`src/rtl/conv_n_m_hs.sv`:
```
// conv_n_m_hs: narrow-to-wide serial-to-parallel converter with valid/ready
// on both sides. Packs RATIO beats of IN_W bits into one IN_W*RATIO word.
// MSB_FIRST=1 puts the first beat in the top lane; MSB_FIRST=0 in the bottom lane.
// Optional feature macro: CONV_FLUSH_EN adds a flush input (emit a partial word,
// unfilled lanes zero) and a lanes_out output (beats held in data_out).
//
// Handshake: a beat moves when valid_in & ready_in are both high at a rising
// clk edge; a word moves when valid_out & ready_out are both high at a rising
// edge. valid_out/data_out stay stable until the word moves.
module conv_n_m_hs #(
  parameter  int IN_W      = 8,
  parameter  int RATIO     = 4,
  parameter  int MSB_FIRST = 1,
  localparam int OUT_W     = IN_W * RATIO,
  localparam int CNT_W     = $clog2(RATIO),
  localparam int LN_W      = $clog2(RATIO + 1)
) (
  input  logic             clk,
  input  logic             reset_L,
  input  logic             valid_in,
  output logic             ready_in,
  input  logic [IN_W-1:0]  data_in,
  output logic             valid_out,
  input  logic             ready_out,
  output logic [OUT_W-1:0] data_out,
`ifdef CONV_FLUSH_EN
  input  logic             flush,
  output logic [LN_W-1:0]  lanes_out,
`endif
  output logic             dbg_state
);

  typedef enum logic {S_FILL = 1'b0, S_LAST = 1'b1} state_t;

  state_t           r_state;
  state_t           w_state_next;
  logic             r_run;
  logic [CNT_W-1:0] r_lane_cnt;
  logic [CNT_W-1:0] w_next_cnt;
  logic [OUT_W-1:0] r_acc;
  logic [OUT_W-1:0] w_acc_ins;
  logic [OUT_W-1:0] r_data_out;
  logic             r_valid_out;
  logic             w_out_free;
  logic             w_accept;
  logic             w_full;
  logic             w_load;
`ifdef CONV_FLUSH_EN
  logic [LN_W-1:0]  r_lanes_out;
  logic [LN_W-1:0]  w_beats;
  logic             r_flush_pend;
  logic             w_flush_req;
`endif

  assign w_out_free = ~r_valid_out | ready_out;
  assign w_accept   = valid_in & ready_in;
  assign w_full     = w_accept & (r_lane_cnt == CNT_W'(RATIO - 1));

`ifdef CONV_FLUSH_EN
  // Beats that would be in the word if it were emitted at this edge.
  assign w_beats     = LN_W'(r_lane_cnt) + LN_W'(w_accept);
  assign w_flush_req = (flush | r_flush_pend) & (w_beats != '0);
  assign w_load      = w_full | (w_flush_req & w_out_free);
`else
  assign w_load      = w_full;
`endif

  // Accumulator with the current beat dropped into its lane (if accepted).
  always_comb begin
    w_acc_ins = r_acc;
    if (w_accept) begin
      for (int i = 0; i < RATIO; i++) begin
        if (r_lane_cnt == CNT_W'(i)) begin
          w_acc_ins[((MSB_FIRST != 0) ? (RATIO - 1 - i) : i) * IN_W +: IN_W] = data_in;
        end
      end
    end
  end

  // Lane counter after this edge: cleared on word load, bumped on accept.
  always_comb begin
    w_next_cnt = r_lane_cnt;
    if (w_load) begin
      w_next_cnt = '0;
    end else if (w_accept) begin
      w_next_cnt = r_lane_cnt + CNT_W'(1);
    end
  end

  // FSM state register: FILL while lanes remain, LAST when the next beat completes a word.
  always_ff @(posedge clk or negedge reset_L) begin
    if (!reset_L) begin
      r_state <= S_FILL;
    end else begin
      r_state <= w_state_next;
    end
  end

  // FSM next-state: tracks whether the lane counter will sit on the final lane.
  always_comb begin
    w_state_next = S_FILL;
    if (w_next_cnt == CNT_W'(RATIO - 1)) begin
      w_state_next = S_LAST;
    end
  end

  // FSM outputs: always ready while filling; on the last lane only if the word can leave.
  always_comb begin
    ready_in  = r_run & ((r_state == S_FILL) | w_out_free);
    dbg_state = r_state;
  end

  // Holds ready_in low until the first edge after reset release.
  always_ff @(posedge clk or negedge reset_L) begin
    if (!reset_L) begin
      r_run <= 1'b0;
    end else begin
      r_run <= 1'b1;
    end
  end

  // Datapath: lane counter, accumulator, output word register and its valid flag.
  always_ff @(posedge clk or negedge reset_L) begin
    if (!reset_L) begin
      r_lane_cnt  <= '0;
      r_acc       <= '0;
      r_data_out  <= '0;
      r_valid_out <= 1'b0;
    end else begin
      r_lane_cnt <= w_next_cnt;
      if (w_load) begin
        r_acc       <= '0;
        r_data_out  <= w_acc_ins;
        r_valid_out <= 1'b1;
      end else begin
        if (w_accept) begin
          r_acc <= w_acc_ins;
        end
        if (r_valid_out && ready_out) begin
          r_valid_out <= 1'b0;
        end
      end
    end
  end

`ifdef CONV_FLUSH_EN
  // Lane count of the emitted word, and a flush remembered while the output is busy.
  always_ff @(posedge clk or negedge reset_L) begin
    if (!reset_L) begin
      r_lanes_out  <= '0;
      r_flush_pend <= 1'b0;
    end else begin
      if (w_load) begin
        r_lanes_out  <= w_beats;
        r_flush_pend <= 1'b0;
      end else begin
        r_flush_pend <= w_flush_req;
      end
    end
  end

  assign lanes_out = r_lanes_out;
`endif

  assign valid_out = r_valid_out;
  assign data_out  = r_data_out;

endmodule

```
`config.mk`:
```
export PLATFORM = sky130hd
export DESIGN_NAME = conv_n_m_hs
export DESIGN_NICKNAME = d
export VERILOG_FILES = /design/src/rtl/conv_n_m_hs.sv
export SDC_FILE = /design/constraint.sdc
export NUM_CORES = 1
export LEC_CHECK = 0
export CORE_UTILIZATION = 55
export CTS_CLUSTER_DIAMETER = 100
export DETAILED_ROUTE_END_ITERATION = 12
export PLACE_DENSITY = 0.82
export SETUP_SLACK_MARGIN = 0.5
export SYNTH_ARGS = -nofsm -noshare
export SYNTH_HDL_FRONTEND = slang
export SYNTH_SLANG_ARGS = --single-unit
```
`constraint.sdc`:
```
create_clock -name clk -period 2.5 [get_ports clk]
set_input_delay 0.375 -clock clk [delete_from_list [all_inputs] [get_ports clk]]
set_output_delay 0.375 -clock clk [all_outputs]
set_load 0.03 [all_outputs]
```
==> results of run 1 <==
[worst min-delay path by stage]
stage,from,end,cells past startpoint
final,reset_L,dbg_state,2
after global routing,reset_L,dbg_state,2
after CTS,reset_L,data_out[20],2
after detailed placement,reset_L,dbg_state,2
after global placement,reset_L,dbg_state,2
after floorplan,reset_L,data_out[0],0
[final cells by class]
class / count / share of cell area, %
Timing Repair Buffer: 56 / 15.0
Clock inverter: 6 / 1.78
Tap cell: 67 / 2.34
Multi-Input combinational cell: 181 / 34.5
Inverter: 3 / 0.314
Sequential cell: 61 / 42.5
Clock buffer: 10 / 3.56
[layout by cell type, fill, tap and decap left out, types with 2 or more instances in the layout]
| cell type | instances |
|---|---|
| sky130_fd_sc_hd__buf_4 | 9 |
| sky130_fd_sc_hd__clkbuf_8 | 9 |
| sky130_fd_sc_hd__clkdlybuf4s50_1 | 44 |
| sky130_fd_sc_hd__clkinv_2 | 2 |
| sky130_fd_sc_hd__clkinvlp_4 | 2 |
| sky130_fd_sc_hd__dfrtp_1 | 61 |
| sky130_fd_sc_hd__ha_1 | 4 |
| sky130_fd_sc_hd__inv_1 | 3 |
| sky130_fd_sc_hd__mux2_2 | 31 |
| sky130_fd_sc_hd__nand2_1 | 49 |
| sky130_fd_sc_hd__nand2b_1 | 33 |
| sky130_fd_sc_hd__nand4_1 | 3 |
| sky130_fd_sc_hd__o21ai_0 | 27 |
| sky130_fd_sc_hd__o221ai_1 | 24 |
[stage by stage]
step | util [%] | area, um^2 | hold WS (ps)
4_1_cts | 73.6 | 3590 | 42.1
2_1_floorplan | - | 2860 | 79.4
3_3_place_gp | 69.4 | 3390 | 409
6_report | 73.5 | 3590 | 27.7
3_5_place_dp | 69.4 | 3390 | 408
5_1_grt | 73.5 | 3590 | 61.9
[repair_timing]
item | 4_1_cts | 5_1_grt
pin swaps | 1 | 0
setup endpoints to repair | 4 | 1
buffers inserted | 2 | 0
gates resized for setup | 1 | 2
[synth_stat cells (all sizes together), types with 3 or more instances]
library cell / count
nand2b: 33
buf: 5
dfrtp: 61
clkbuf: 11
inv: 3
nand2: 49
mux2: 32
o21ai: 27
ha: 4
o221ai: 24
nand4: 3
[report_power, final]
part | switching (mW) | leakage, nW | internal [mW]
clock network | 0.408 | 0.0923 | 0.458
logic | 1.32 | 0.719 | 1.04
registers | 0.243 | 0.683 | 1.44
[metal layers]
metal,vias up,track usage (%)
met2,81,39.3
met3,12,4.34
li1,1033,-
met5,-,0
met1,1077,38.0
met4,0,15.0
[kinds of logic (layout without fill, tap and decap cells)]
| family | after synthesis | in the layout | synth area share [%] |
|---|---|---|---|
| flip-flops | 61 | 61 | 53.3 |
| buffers and inverters | 19 | 75 | 3.45 |
| other | 1 | 1 | 0.131 |
| multiplexers | 32 | 32 | 12.6 |
| AND/OR/NAND/NOR | 90 | 90 | 16.0 |
| AO/OA/AOI/OAI | 54 | 54 | 12.8 |
| adder cells (fa/ha/maj) | 4 | 4 | 1.75 |
[state kept, by name, summed over array words and instances, names as in the netlist]
name        flops
data_out       32
r_lane_cnt      2
r_run           1
valid_out       1
dbg_state       1
r_acc          24
==> summary.md, run 1 <==
| Metric | Value |
|---|---|
| Terminus of the critical flop-to-flop path | r_acc[28] |
| Sequential share of the synthesized area | 53.3% |
| Fill count | 364 |
| Worst voltage drop across the vdd grid | 0.699 mV |
| RSZ-0062 raised after global routing | no |
| Path category of the worst min-delay check | input port to asynchronous set/reset pin |
| H-Tree Level Count | 3 |
| Gate Count Post-Synth | 261 |
| Final std cells w/o fill | 384 |
| Port bufs | 46 |
| Leakage power summed over all cells | 1.49 nW |
| Hold bufs inserted after CTS | 0 |
| Smallest setup slack after layout | 716 ps |
| Slowest-stage cell, CP | sky130_fd_sc_hd__clkdlybuf4s50_1 |
| Antenna violations before repair | 0 |
| Max-slew violation count | 0 |
| Number of synthesized flops with an enable pin | 0 |
| Hold violation count in the final report | 0 |
| RD Place Congestion | 0.766 |
| Fraction of layout cells with a size suffix above 1 | 18.6% |
| Source of the critical timing path | data_out[5] |
| Total clock buffers created by CTS | 9 |
| Number of detailed-route iterations in the first pass | 4 |
| Routed wire per std cell | 17.3 um |
| Number of synthesized register bits | 61 |
| Logic depth of the worst register-to-register path | 5 |
| Cell Area, Synth | 2860 um^2 |
| Slew at the pin with the worst max-slew slack | 605 ps |
| Net Count, Synth | 277 |
| Total wire length after detailed routing | 6660 um |
| Min Tclk post-route | 1780 ps |
| Horizontal extent of the die | 74.1 um |
| Critical path class | register to primary output |
| Yosys top cell area share | 53.3% |
| Clock tree from TritonCTS | built |
| Cell type with the largest total area after synthesis | sky130_fd_sc_hd__dfrtp_1 |
| DR WL met2 | 3120 um |
| Count of nets after finishing | 328 |
| Layout-stage area growth over the synthesis result | 25.3% |
| Endpoint type of the worst setup path | primary output |
| Capture point of the worst path | data_out[5] |
| CP startpoint kind | register |
| Initial DRC Count | 304 |
| DIE AREA | 5500 um^2 |
| Share of synthesized flip-flops with an asynchronous set or reset | 100% |
| Slew HR | 59.6% |
| Antenna violation net count after detailed routing | 0 |
| Top routing layer in use | met4 |
| Max-capacitance violation count | 0 |
| Number of global-route vias before repair | 2,139 |
| Post-placement cell count | 366 |
| Family with the most delay on the worst path | buffers and inverters |
| Part of the cycle the worst path needs | 71.3% |
| Result of the run | complete, no violations |
| Pin count of the biggest net entering global routing | 62 |
| YS warnings | 0 |
| Number of unique standard cell types used by synthesis | 23 |
| Internal reg-to-reg setup slack | 720 ps |
| Deepest clock path buffer count | 2 |
| Clock slew at the register clock pins of the worst setup and hold paths | 70 ps |
| Biggest fanout along the worst timing path | 2 |
| Power per cell area | 1370 nW/um^2 |
| Total routing resource utilization after global routing | 26.8% |
| Max stage delay on crit path | 680 ps |
| Vias/cell | 5.74 |
| Critical path depth in cells | 1 |
| Detailed-routing wirelength on met1 | 3010 um |
| Std cell rows | 25 |
| Global-route wire length before repair | 10,700 um |
| Post-layout power | 4.91 mW |
| Total met3 wirelength after detailed routing | 399 um |
| Biggest area contributors in the synthesized netlist | sky130_fd_sc_hd__dfrtp_1 53%, sky130_fd_sc_hd__mux2_2 12%, sky130_fd_sc_hd__o221ai_1 7.3% |
| Area taken by multi-input logic gates | 1240 um^2 |
| Final Setup Violations | 0 |
| CTS root buf | sky130_fd_sc_hd__clkbuf_8 |
| Post-placement worst setup slack | 282 ps |
| Required time at the endpoint of the critical path | 2120 ps |
| Vert. Die Dim | 74.1 um |
| Starting density of the core | 58.7% |
| Max Clock Skew | 8.58 ps |
| Area of all sequential standard cells | 1530 um^2 |
| TNS Setup | 0 ps |
| Half-perimeter wire length after placement | 4230 um |
| Worst skew pair latency | 350 ps |
| Ant diodes | 0 |
| Number of vias in the routed layout | 2,203 |
| Io pins | 47 |
| Ordered list of cells on the worst path | clkdlybuf4s50_1 |
| Sinks on the clock net | 61 |
| Startpoint of the worst-slack reg-to-reg timing path | r_lane_cnt[1] |
| Flip-flop cell with the highest count after synthesis | sky130_fd_sc_hd__dfrtp_1 |
| Number of buffers and inverters on the critical path | 1 |
| # DRC | 0 |
| Highest attainable clock frequency | 561 MHz |
| Area of the core region | 4880 um^2 |
| Overflow after GRT | 0 |
| Synthesized area per cell | 11.0 um^2 |
| Arrival time of the worst setup path | 1410 ps |
Note: power is estimated with default switching activity, not from simulation.
==> run 2, diff against run 1 <==
CORE_UTILIZATION = 53   (was 55)
PLACE_DENSITY = 0.79   (was 0.82)
clock period = 1.8 ns   (was 2.5 ns; I/O delays follow)
==> run 2 against run 1 <==
Die area increased by 3.7%. Worst setup slack got worse by 520 ps. Utilization increased by 2.7 points. Largest cell class unchanged. Cell area increased by 9.2%. Via count increased by 7.5%. Critical path depth increased by 6. Critical endpoint is now data_out[8]. Combinational power increased by 49%. Flip-flop and latch count unchanged. Clock-buffer cell count increased by 2. Clock power increased by 58%. First-iteration DRC count decreased by 37%.
==> summary.md, run 2 (synthesized netlist as in run 1, its figures left out) <==
| Metric | Value |
|---|---|
| Biggest fanout along the worst timing path | 8 (+6) |
| Endpoint type of the worst setup path | register |
| Total routing resource utilization after global routing | 28.2% (+1.4 points) |
| Antenna violations before repair | 0 (unchanged) |
| Overflow after GRT | 0 (unchanged) |
| RD Place Congestion | 0.786 (+2.5%) |
| Highest attainable clock frequency | 625 MHz |
| Vias/cell | 5.83 (+1.7%) |
| Max-capacitance violation count | 0 (unchanged) |
| Clock tree from TritonCTS | built |
| Min Tclk post-route | 1600 ps |
| Count of nets after finishing | 347 (+5.8%) |
| Sw Pwr | 2.93 mW (+48%) |
| Vert. Die Dim | 75.5 um (+1.8%) |
| Horizontal extent of the die | 75.5 um (+1.8%) |
| Result of the run | complete, no violations |
| Required time at the endpoint of the critical path | 2030 ps (-90 ps) |
| Post-Route Hold Slack | 376 ps (+348 ps) |
| Critical path class | register to register |
| Leading cell type in the layout, fill and taps excluded | sky130_fd_sc_hd__dfrtp_1 |
| Worst skew pair latency | 340 ps (about the same) |
| RSZ-0062 raised after global routing | yes |
| Clock slew at the register clock pins of the worst setup and hold paths | 70 ps (about the same) |
| Port bufs | 46 (unchanged) |
| Routed wire per std cell | 18.6 um (+7.1%) |
| Fraction of layout cells with a size suffix above 1 | 41.4% (+23 points) |
| Part of the cycle the worst path needs | 88.9% |
| Sinks on the clock net | 61 (unchanged) |
| Logic gate share of total power | 48.8% (+0.7 points) |
| CP startpoint kind | register |
| Io pins | 47 (unchanged) |
| Initial DRC Count | 192 (-37%) |
| Starting density of the core | 55.7% (-3.0 points) |
| Number of global-route vias before repair | 2,353 (+10%) |
| Max-slew violation count | 0 (unchanged) |
| Half-perimeter wire length after placement | 4200 um (-0.81%) |
| Total wire length after detailed routing | 7550 um (+13%) |
| Antenna violation net count after detailed routing | 0 (unchanged) |
| Std cell rows | 26 (+4.0%) |
| Area after DPL | 3480 um^2 (+2.7%) |
| Internal power consumption | 4.34 mW (+48%) |
| Number of vias in the routed layout | 2,369 (+7.5%) |
| Hold violation count in the final report | 0 (unchanged) |
| Layout-stage area growth over the synthesis result | 36.8% |
| Most frequent cells in the layout | 58 x sky130_fd_sc_hd__dfrtp_1, 49 x sky130_fd_sc_hd__nand2_1, 31 x sky130_fd_sc_hd__mux2_2, 27 x sky130_fd_sc_hd__nand2b_1, 26 x sky130_fd_sc_hd__buf_2 |
| Global-route wire length before repair | 11,400 um (+6.6%) |
| Switching Fraction | 40.3% (+0.11 points) |
| Area of all placed cells without fillers | 3920 um^2 (+9.2%) |
| H-Tree Level Count | 3 (unchanged) |
| Power per cell area | 1860 nW/um^2 (+36%) |
| # DRC | 0 (unchanged) |
| Max Clock Skew | 7.76 ps (-0.821 ps) |
| Arrival time of the worst setup path | 1830 ps (+420 ps) |
| CTS root buf | sky130_fd_sc_hd__clkbuf_8 |
| Path category of the worst min-delay check | input port to asynchronous set/reset pin |
| Area of the core region | 5140 um^2 (+5.3%) |
| Flip-flop count of the largest register, all copies and words added | 32 (unchanged) |
| Reg power frac | 32.3% (-1.9 points) |
| Total clock buffers created by CTS | 9 (unchanged) |
| Ant diodes | 0 (unchanged) |
| Startpoint of the worst-slack reg-to-reg timing path | r_lane_cnt[0] |
| DIE AREA | 5700 um^2 (+3.7%) |
| TNS Setup | 0 ps (unchanged) |
| Final Setup Violations | 0 (unchanged) |
| Source of the critical timing path | r_lane_cnt[0] |
| Clk pwr share | 18.9% (+1.3 points) |
| Worst voltage drop across the vdd grid | 0.994 mV (+42%) |
| Pin count of the biggest net entering global routing | 47 (-24%) |
| Number of detailed-route iterations in the first pass | 4 (unchanged) |
| Deepest clock path buffer count | 2 (unchanged) |
| Leakage power summed over all cells | 1.68 nW (+12%) |
## run 2: metrics by stage
step	instances	worst slack [ps]	power, mW	util (%)
after floorplan	261	193	4.43	-
after global placement	377	-95.4	5.56	67.7
after detailed placement	377	-126	5.65	67.7
after CTS	401	224	7.29	77.0
after global routing	406	145	7.71	76.2
final	406	200	7.27	76.2
## run 2: worst max-delay path, cell delays in order (launching register included)
cell,delay [ps]
sky130_fd_sc_hd__dfrtp_1,430
sky130_fd_sc_hd__buf_6,150
sky130_fd_sc_hd__inv_6,60
sky130_fd_sc_hd__ha_4,130
sky130_fd_sc_hd__clkbuf_4,200
sky130_fd_sc_hd__nand2b_1,190
sky130_fd_sc_hd__nand2_1,80
sky130_fd_sc_hd__mux2_2,260
## run 2: layout make-up
type                    instances  area, um^2
clock buffers                  12         155
clock inverters                 4        70.1
fillers                       354        1220
inverters                       3        16.3
multi-input cells             181        1410
flip-flops and latches         61        1530
well taps                      70        87.6
repair buffers                 75         652
## run 2: power groups by stage
stage | clock network (mW) | registers, mW | logic, mW
floorplan | 0 | 3.04 | 1.39
global placement | 0 | 2.32 | 3.24
detailed placement | 0 | 2.35 | 3.30
CTS | 1.39 | 2.34 | 3.56
global route | 1.45 | 2.42 | 3.84
finish | 1.37 | 2.35 | 3.54
## run 2: what timing repair did
action | CTS | global route
hold buffers | 1 | 0
setup endpoints to repair | 94 | 83
cloned | 0 | 2
gates resized for setup | 151 | 57
pin swaps | 5 | 2
buffers inserted | 7 | 3
endpoints found under the hold margin | 15 | 0
## run 2: metal layers
| layer | vias to the layer above | part of all wire (%) | global-route usage (%) |
|---|---|---|---|
| met3 | 20 | 5.8 | 6.88 |
| met4 | 0 | 2.7 | 15.2 |
| met1 | 1180 | 41 | 36.6 |
| met2 | 89 | 51 | 43.8 |
| li1 | 1080 | - | - |
| met5 | - | 0 | 0 |
## run 2: path summary, 6_finish.rpt
path | endpoint | slack (ps) | cells past startpoint
max reg2reg | data_out[8] | 200 | 7
min reg2reg | data_out[3] | 500 | 1
max in group asynchronous | dbg_state | 830 | 3
max | data_out[8] | 200 | 7
min in group clk | valid_out | 490 | 4
min | data_out[3] | 380 | 2
